`src/rtl/coef_shift_add_seq_if.sv`:
```
// rtl/coef_shift_add_seq_if.sv - operand/result valid-ready handshake bundle
interface coef_shift_add_seq_if #(
    parameter int WIDTH = 41
);
    logic             in_valid;
    logic             in_ready;
    logic [WIDTH-1:0] in_data;
    logic [1:0]       in_sel;
    logic             out_valid;
    logic             out_ready;
    logic [WIDTH-1:0] out_data;

    modport master (
        output in_valid, in_data, in_sel, out_ready,
        input  in_ready, out_valid, out_data
    );

    modport slave (
        input  in_valid, in_data, in_sel, out_ready,
        output in_ready, out_valid, out_data
    );
endinterface

```
`src/rtl/coef_shift_add_seq.sv`:
```
// rtl/coef_shift_add_seq.sv - time-multiplexed shift-add coefficient multiplier
module coef_shift_add_seq #(
    parameter int WIDTH  = 41,
    parameter int NTERMS = 8,
    parameter int NCOEF  = 4,
    parameter int SHW    = 6
) (
    input  logic            clk,
    input  logic            rst_n,
    coef_shift_add_seq_if.slave io,
    input  logic            cfg_we,
    input  logic [1:0]      cfg_sel,
    input  logic [2:0]      cfg_term,
    input  logic            cfg_en,
    input  logic            cfg_neg,
    input  logic [SHW-1:0]  cfg_shift,
    output logic            busy
);
    localparam int CW = $clog2(NTERMS);

    typedef enum logic [1:0] {IDLE, ACC, DONE} state_t;

    state_t                  state;
    logic signed [WIDTH-1:0] op;
    logic signed [WIDTH-1:0] acc;
    logic signed [WIDTH-1:0] term;
    logic signed [WIDTH-1:0] acc_next;
    logic [SHW-1:0]          sh;
    logic [1:0]              sel;
    logic [CW-1:0]           cnt;
    logic                    out_valid_r;
    logic                    in_ready_r;
    logic [WIDTH-1:0]        out_data_r;

    logic [NTERMS-1:0]       en_r    [NCOEF];
    logic [NTERMS-1:0]       neg_r   [NCOEF];
    logic [SHW-1:0]          shift_r [NCOEF][NTERMS];

    // Power-on coefficient for set 0: 1 + 1/4 + 1/8 + 1/16 + 1/64
    function automatic logic [SHW-1:0] def_shift(input int t);
        case (t)
            1:       return SHW'(2);
            2:       return SHW'(3);
            3:       return SHW'(4);
            4:       return SHW'(6);
            default: return '0;
        endcase
    endfunction

    assign io.out_valid = out_valid_r;
    assign io.out_data  = out_data_r;
    assign io.in_ready  = in_ready_r;

    always_comb begin
        sh = shift_r[sel][cnt];
        // Shifting past the word leaves only sign bits (floor toward -inf)
        if (int'(sh) >= WIDTH)
            term = {WIDTH{op[WIDTH-1]}};
        else
            term = op >>> sh;
        acc_next = acc;
        if (en_r[sel][cnt])
            acc_next = neg_r[sel][cnt] ? acc - term : acc + term;
    end

    always_ff @(posedge clk or negedge rst_n) begin
        if (!rst_n) begin
            state       <= IDLE;
            op          <= '0;
            sel         <= '0;
            acc         <= '0;
            cnt         <= '0;
            out_valid_r <= 1'b0;
            out_data_r  <= '0;
            in_ready_r  <= 1'b1;
            busy        <= 1'b0;
            for (int c = 0; c < NCOEF; c++) begin
                for (int t = 0; t < NTERMS; t++) begin
                    en_r[c][t]    <= (c == 0) && (t < 5);
                    neg_r[c][t]   <= 1'b0;
                    shift_r[c][t] <= (c == 0) ? def_shift(t) : '0;
                end
            end
        end else begin
            case (state)
                IDLE: begin
                    if (io.in_valid) begin
                        op         <= io.in_data;
                        sel        <= io.in_sel;
                        acc        <= '0;
                        cnt        <= '0;
                        state      <= ACC;
                        in_ready_r <= 1'b0;
                        busy       <= 1'b1;
                    end else if (cfg_we) begin
                        en_r[cfg_sel][cfg_term]    <= cfg_en;
                        neg_r[cfg_sel][cfg_term]   <= cfg_neg;
                        shift_r[cfg_sel][cfg_term] <= cfg_shift;
                    end
                end
                ACC: begin
                    acc <= acc_next;
                    cnt <= cnt + 1'b1;
                    if (cnt == CW'(NTERMS - 1)) begin
                        state       <= DONE;
                        out_data_r  <= acc_next;
                        out_valid_r <= 1'b1;
                    end
                end
                DONE: begin
                    if (io.out_ready) begin
                        out_valid_r <= 1'b0;
                        state       <= IDLE;
                        in_ready_r  <= 1'b1;
                        busy        <= 1'b0;
                    end
                end
                default: state <= IDLE;
            endcase
        end
    end
endmodule

```
`src/flat_wrapper.sv`:
```
// flat-port wrapper written by rule: the top's interface ports become plain ports
module coef_shift_add_seq_flat 
#(
    parameter int WIDTH  = 41,
    parameter int NTERMS = 8,
    parameter int NCOEF  = 4,
    parameter int SHW    = 6
)
  (clk, rst_n, cfg_we, cfg_sel, cfg_term, cfg_en, cfg_neg, cfg_shift, busy, io_in_valid, io_in_data, io_in_sel, io_out_ready, io_in_ready, io_out_valid, io_out_data);
  coef_shift_add_seq_if #(.WIDTH(WIDTH)) io_i ();
  input  logic clk;
  input  logic rst_n;
  input  logic cfg_we;
  input  logic [1:0] cfg_sel;
  input  logic [2:0] cfg_term;
  input  logic cfg_en;
  input  logic cfg_neg;
  input  logic [SHW-1:0] cfg_shift;
  output logic busy;
  input wire logic [$bits(io_i.in_valid)-1:0] io_in_valid;
  input wire logic [$bits(io_i.in_data)-1:0] io_in_data;
  input wire logic [$bits(io_i.in_sel)-1:0] io_in_sel;
  input wire logic [$bits(io_i.out_ready)-1:0] io_out_ready;
  output wire logic [$bits(io_i.in_ready)-1:0] io_in_ready;
  output wire logic [$bits(io_i.out_valid)-1:0] io_out_valid;
  output wire logic [$bits(io_i.out_data)-1:0] io_out_data;
  assign io_i.in_valid = io_in_valid;
  assign io_i.in_data = io_in_data;
  assign io_i.in_sel = io_in_sel;
  assign io_i.out_ready = io_out_ready;
  assign io_in_ready = io_i.in_ready;
  assign io_out_valid = io_i.out_valid;
  assign io_out_data = io_i.out_data;
  coef_shift_add_seq #(.WIDTH(WIDTH), .NTERMS(NTERMS), .NCOEF(NCOEF), .SHW(SHW)) u_core (.clk(clk), .rst_n(rst_n), .io(io_i), .cfg_we(cfg_we), .cfg_sel(cfg_sel), .cfg_term(cfg_term), .cfg_en(cfg_en), .cfg_neg(cfg_neg), .cfg_shift(cfg_shift), .busy(busy));
endmodule
```
`config.mk`:
```
export PLATFORM = sky130hd
export DESIGN_NAME = coef_shift_add_seq_flat
export DESIGN_NICKNAME = d
export VERILOG_FILES = /design/src/rtl/coef_shift_add_seq_if.sv /design/src/rtl/coef_shift_add_seq.sv /design/src/flat_wrapper.sv
export SDC_FILE = /design/constraint.sdc
export NUM_CORES = 1
export LEC_CHECK = 0
export BUFFER_PORTS_ARGS = -buffer_cell sky130_fd_sc_hd__clkbuf_2
export CAP_MARGIN = 20
export CELL_PAD_IN_SITES_DETAIL_PLACEMENT = 0
export CELL_PAD_IN_SITES_GLOBAL_PLACEMENT = 1
export CORE_MARGIN = 5
export CORE_UTILIZATION = 30
export DETAILED_ROUTE_END_ITERATION = 6
export PLACE_DENSITY = 0.6
export SYNTH_ARGS = -nofsm -noshare
export SYNTH_HDL_FRONTEND = slang
export SYNTH_SLANG_ARGS = --single-unit
```
`constraint.sdc`:
```
create_clock -name clk -period 15 [get_ports clk]
set_clock_uncertainty 0.1 [all_clocks]
set_input_delay 0.75 -clock clk [delete_from_list [all_inputs] [get_ports clk]]
set_output_delay 0.75 -clock clk [all_outputs]
set_load 0.02 [all_outputs]
```
==> flow_summary.ini <==
[layout]
syn_to_final_growth_pct = 11.8
n_fill_cell = 7966
regArea_um2 = 9750
multiInputGateArea_um2 = 12900
antenna_cells = 0
layout.nets = 2344
drive_above_1_share_pct = 26.3
final_common_cell = dfrtp_1
layout_common_cells = dfrtp_1 (373), nand2_1 (275), mux2_2 (269), mux2i_1 (136), a21oi_1 (109)
final_cells = 3313

[sta]
fin_ws_ps = 4650
setup_viol = 0
fin_crit_ps = 10350
tightest_slew_ps = 1070
drv_slew = 0
clock.fmax_ghz = 0.0967
timing.final.hold_violations = 0
fin_crit_sh_pct = 69.0
finalSetupTns_ps = 0
rsz0062_at_grt = false
relSlewSlack_pct = 28.4

[drt]
viasPerCell = 5.29
vias = 17500
antenna_left = 0
drt_first_pass_iters = 5
wl_per_cell_um = 22.0
postRouteWirelength_um = 72800
drt-initial-drc-count = 1084
post-route-drc-count = 0

[logic_synthesis]
synthFlopType = dfrtp_1
yosys_warnings = 0
seq_area_frac_synth_pct = 41.5
ys_types = 95
postSynthAreaPerCell_um2 = 10.6
ys_ff_latch = 389
synthArstFlopShare_pct = 100
synthesis.nets = 2315
syn_inst = 2210
synth_edf_count = 0
syn-cell-area_um2 = 23500

[clock_tree]
clk_path_buf_depth = 3
root_buffer = clkbuf_16
insertion_delay_ps = 610
cts_hold_buf = 0
clkSinkCount = 389
clk_pin_slew_worst_paths_ps = 60
cts_tree = yes
htree_levels = 2
post_cts_buffers = 0
cts_made_buffers = 45
post_cts_resized = 0

[critical_path]
worstSetupPathType = flop to flop
cp_slowest_stage_delay_ps = 880
worst-path-max-fanout = 61
worstSetupStartpointType = flop
crit_start = u_core.cnt[0]$_DFFE_PN0P_
path_buf_inv = 2
r2r-start = u_core.cnt[0]$_DFFE_PN0P_
end_kind = flop
required_ps = 15370
crit_family = compound AO/OA/AOI/OAI gates
worst_path_max_delay_cell = o311ai_0
cp.arrival_ps = 10710

[global_route]
grt_pass1_vias = 17900
antenna_found_initial = 3
grt_remaining_overflow = 0
grt_usage_pct = 16.7
grt_pass1_wl_um = 111000
grt_max_degree = 92

[status]
outcome = complete, no violations

[place]
dp_worst_setup_slack_ps = 4840
gp_congestion = 0.875
dp.cells = 3230
port_buffers = 104
place_hpwl_um = 51800

[floorplan]
initial_core_util_pct = 30.3
rows = 102
dieArea_um2 = 84100
die_h_um = 290
ios = 105
die_width_um = 290
core-area_um2 = 77600

[run]
max_cap_viol_count = 0

[worst_hold_path]
hp-class = primary input to asynchronous set/reset pin
sequential cells by signal, indices dropped and copies added (netlist names):
register	cells
u_core.io.in_ready	1
u_core.io.out_data	41
u_core.en_r	32
u_core.busy	1
u_core.cnt	3
u_core.sel	2
u_core.state	2
u_core.op	41
u_core.shift_r	192
u_core.neg_r	32
u_core.acc	41
u_core.io.out_valid	1
worst paths after layout:
check                      slack (ps)                            endpoint  depth (start not counted)
max                              4650  u_core.io.out_data[40]$_DFFE_PN0P_                         28
min                                70   u_core.io.out_data[8]$_DFFE_PN0P_                          1
max reg2reg                      4650  u_core.io.out_data[40]$_DFFE_PN0P_                         28
min reg2reg                       370      u_core.io.in_ready$_DFFE_PN1P_                          2
max in group asynchronous       11790      u_core.shift_r[98]$_DFFE_PN0P_                          5
min in group clk                  260           u_core.op[39]$_DFFE_PN0P_                          3
worst reg2reg max path: cells and delay by family, from the launching register on:
family	cells	cell delay (ps)
AOI/OAI and AO/OA	13	3930
and+or+nand+nor	7	2120
muxes	3	1450
buffers and inverters	2	1130
DFF	1	680
adders and majority gates	2	580
xor gates and xnor gates	1	220
per-layer routing:
metal / part of all wire, % / vias up / global-route usage (%)
li1: - / 8153 / -
met1: 42 / 8850 / 21.2
met2: 51 / 409 / 29.6
met3: 4.7 / 107 / 2.65
met4: 2.5 / 0 / 4.58
met5: 0 / - / 0
kinds of logic after synthesis:
kind of cell / share of synthesized area (%)
AO/OA/AOI/OAI: 13.8
flip-flops: 41.5
XOR/XNOR: 2.68
buffers and inverters: 3.99
adder cells (fa/ha/maj): 2.37
AND/OR/NAND/NOR: 11.6
multiplexers: 24.0
through the flow:
step                      hold WS (ps)  util (%)  cell area (um^2)
final                             65.5      33.9             26300
after global routing               111      33.9             26300
after CTS                         68.7      33.8             26200
after detailed placement           363      31.9             24800
after global placement             357      31.9             24800
after floorplan                    346         -             23500
synthesized netlist by cell type (all sizes together) (29+ instances only):
library cell	n	area share, %
nand2	278	4.5
xor2	36	1.3
dfrtp	377	40
a22oi	29	0.97
mux2i	139	6.0
a21oi	112	2.4
ha	43	2.3
a211oi	40	1.4
a31oi	29	0.82
xnor2	36	1.3
nor3	33	0.83
nor2	106	1.8
o21ai	118	2.5
buf	61	2.1
mux4	54	5.2
inv	33	0.53
clkbuf	88	1.4
mux2	269	13
nand3	56	1.2
cell type report:
cell class	count	share of cell area (%)
Inverter	33	0.471
Clock inverter	11	0.590
Sequential cell	389	37.1
Tap cell	1040	4.95
Clock buffer	70	4.95
Multi-Input combinational cell	1639	49.0
Timing Repair Buffer	131	2.94
Power is left out: the tool's default activity adds up to more than one toggle a clock period on the data nets, which glitch-free logic cannot reach.
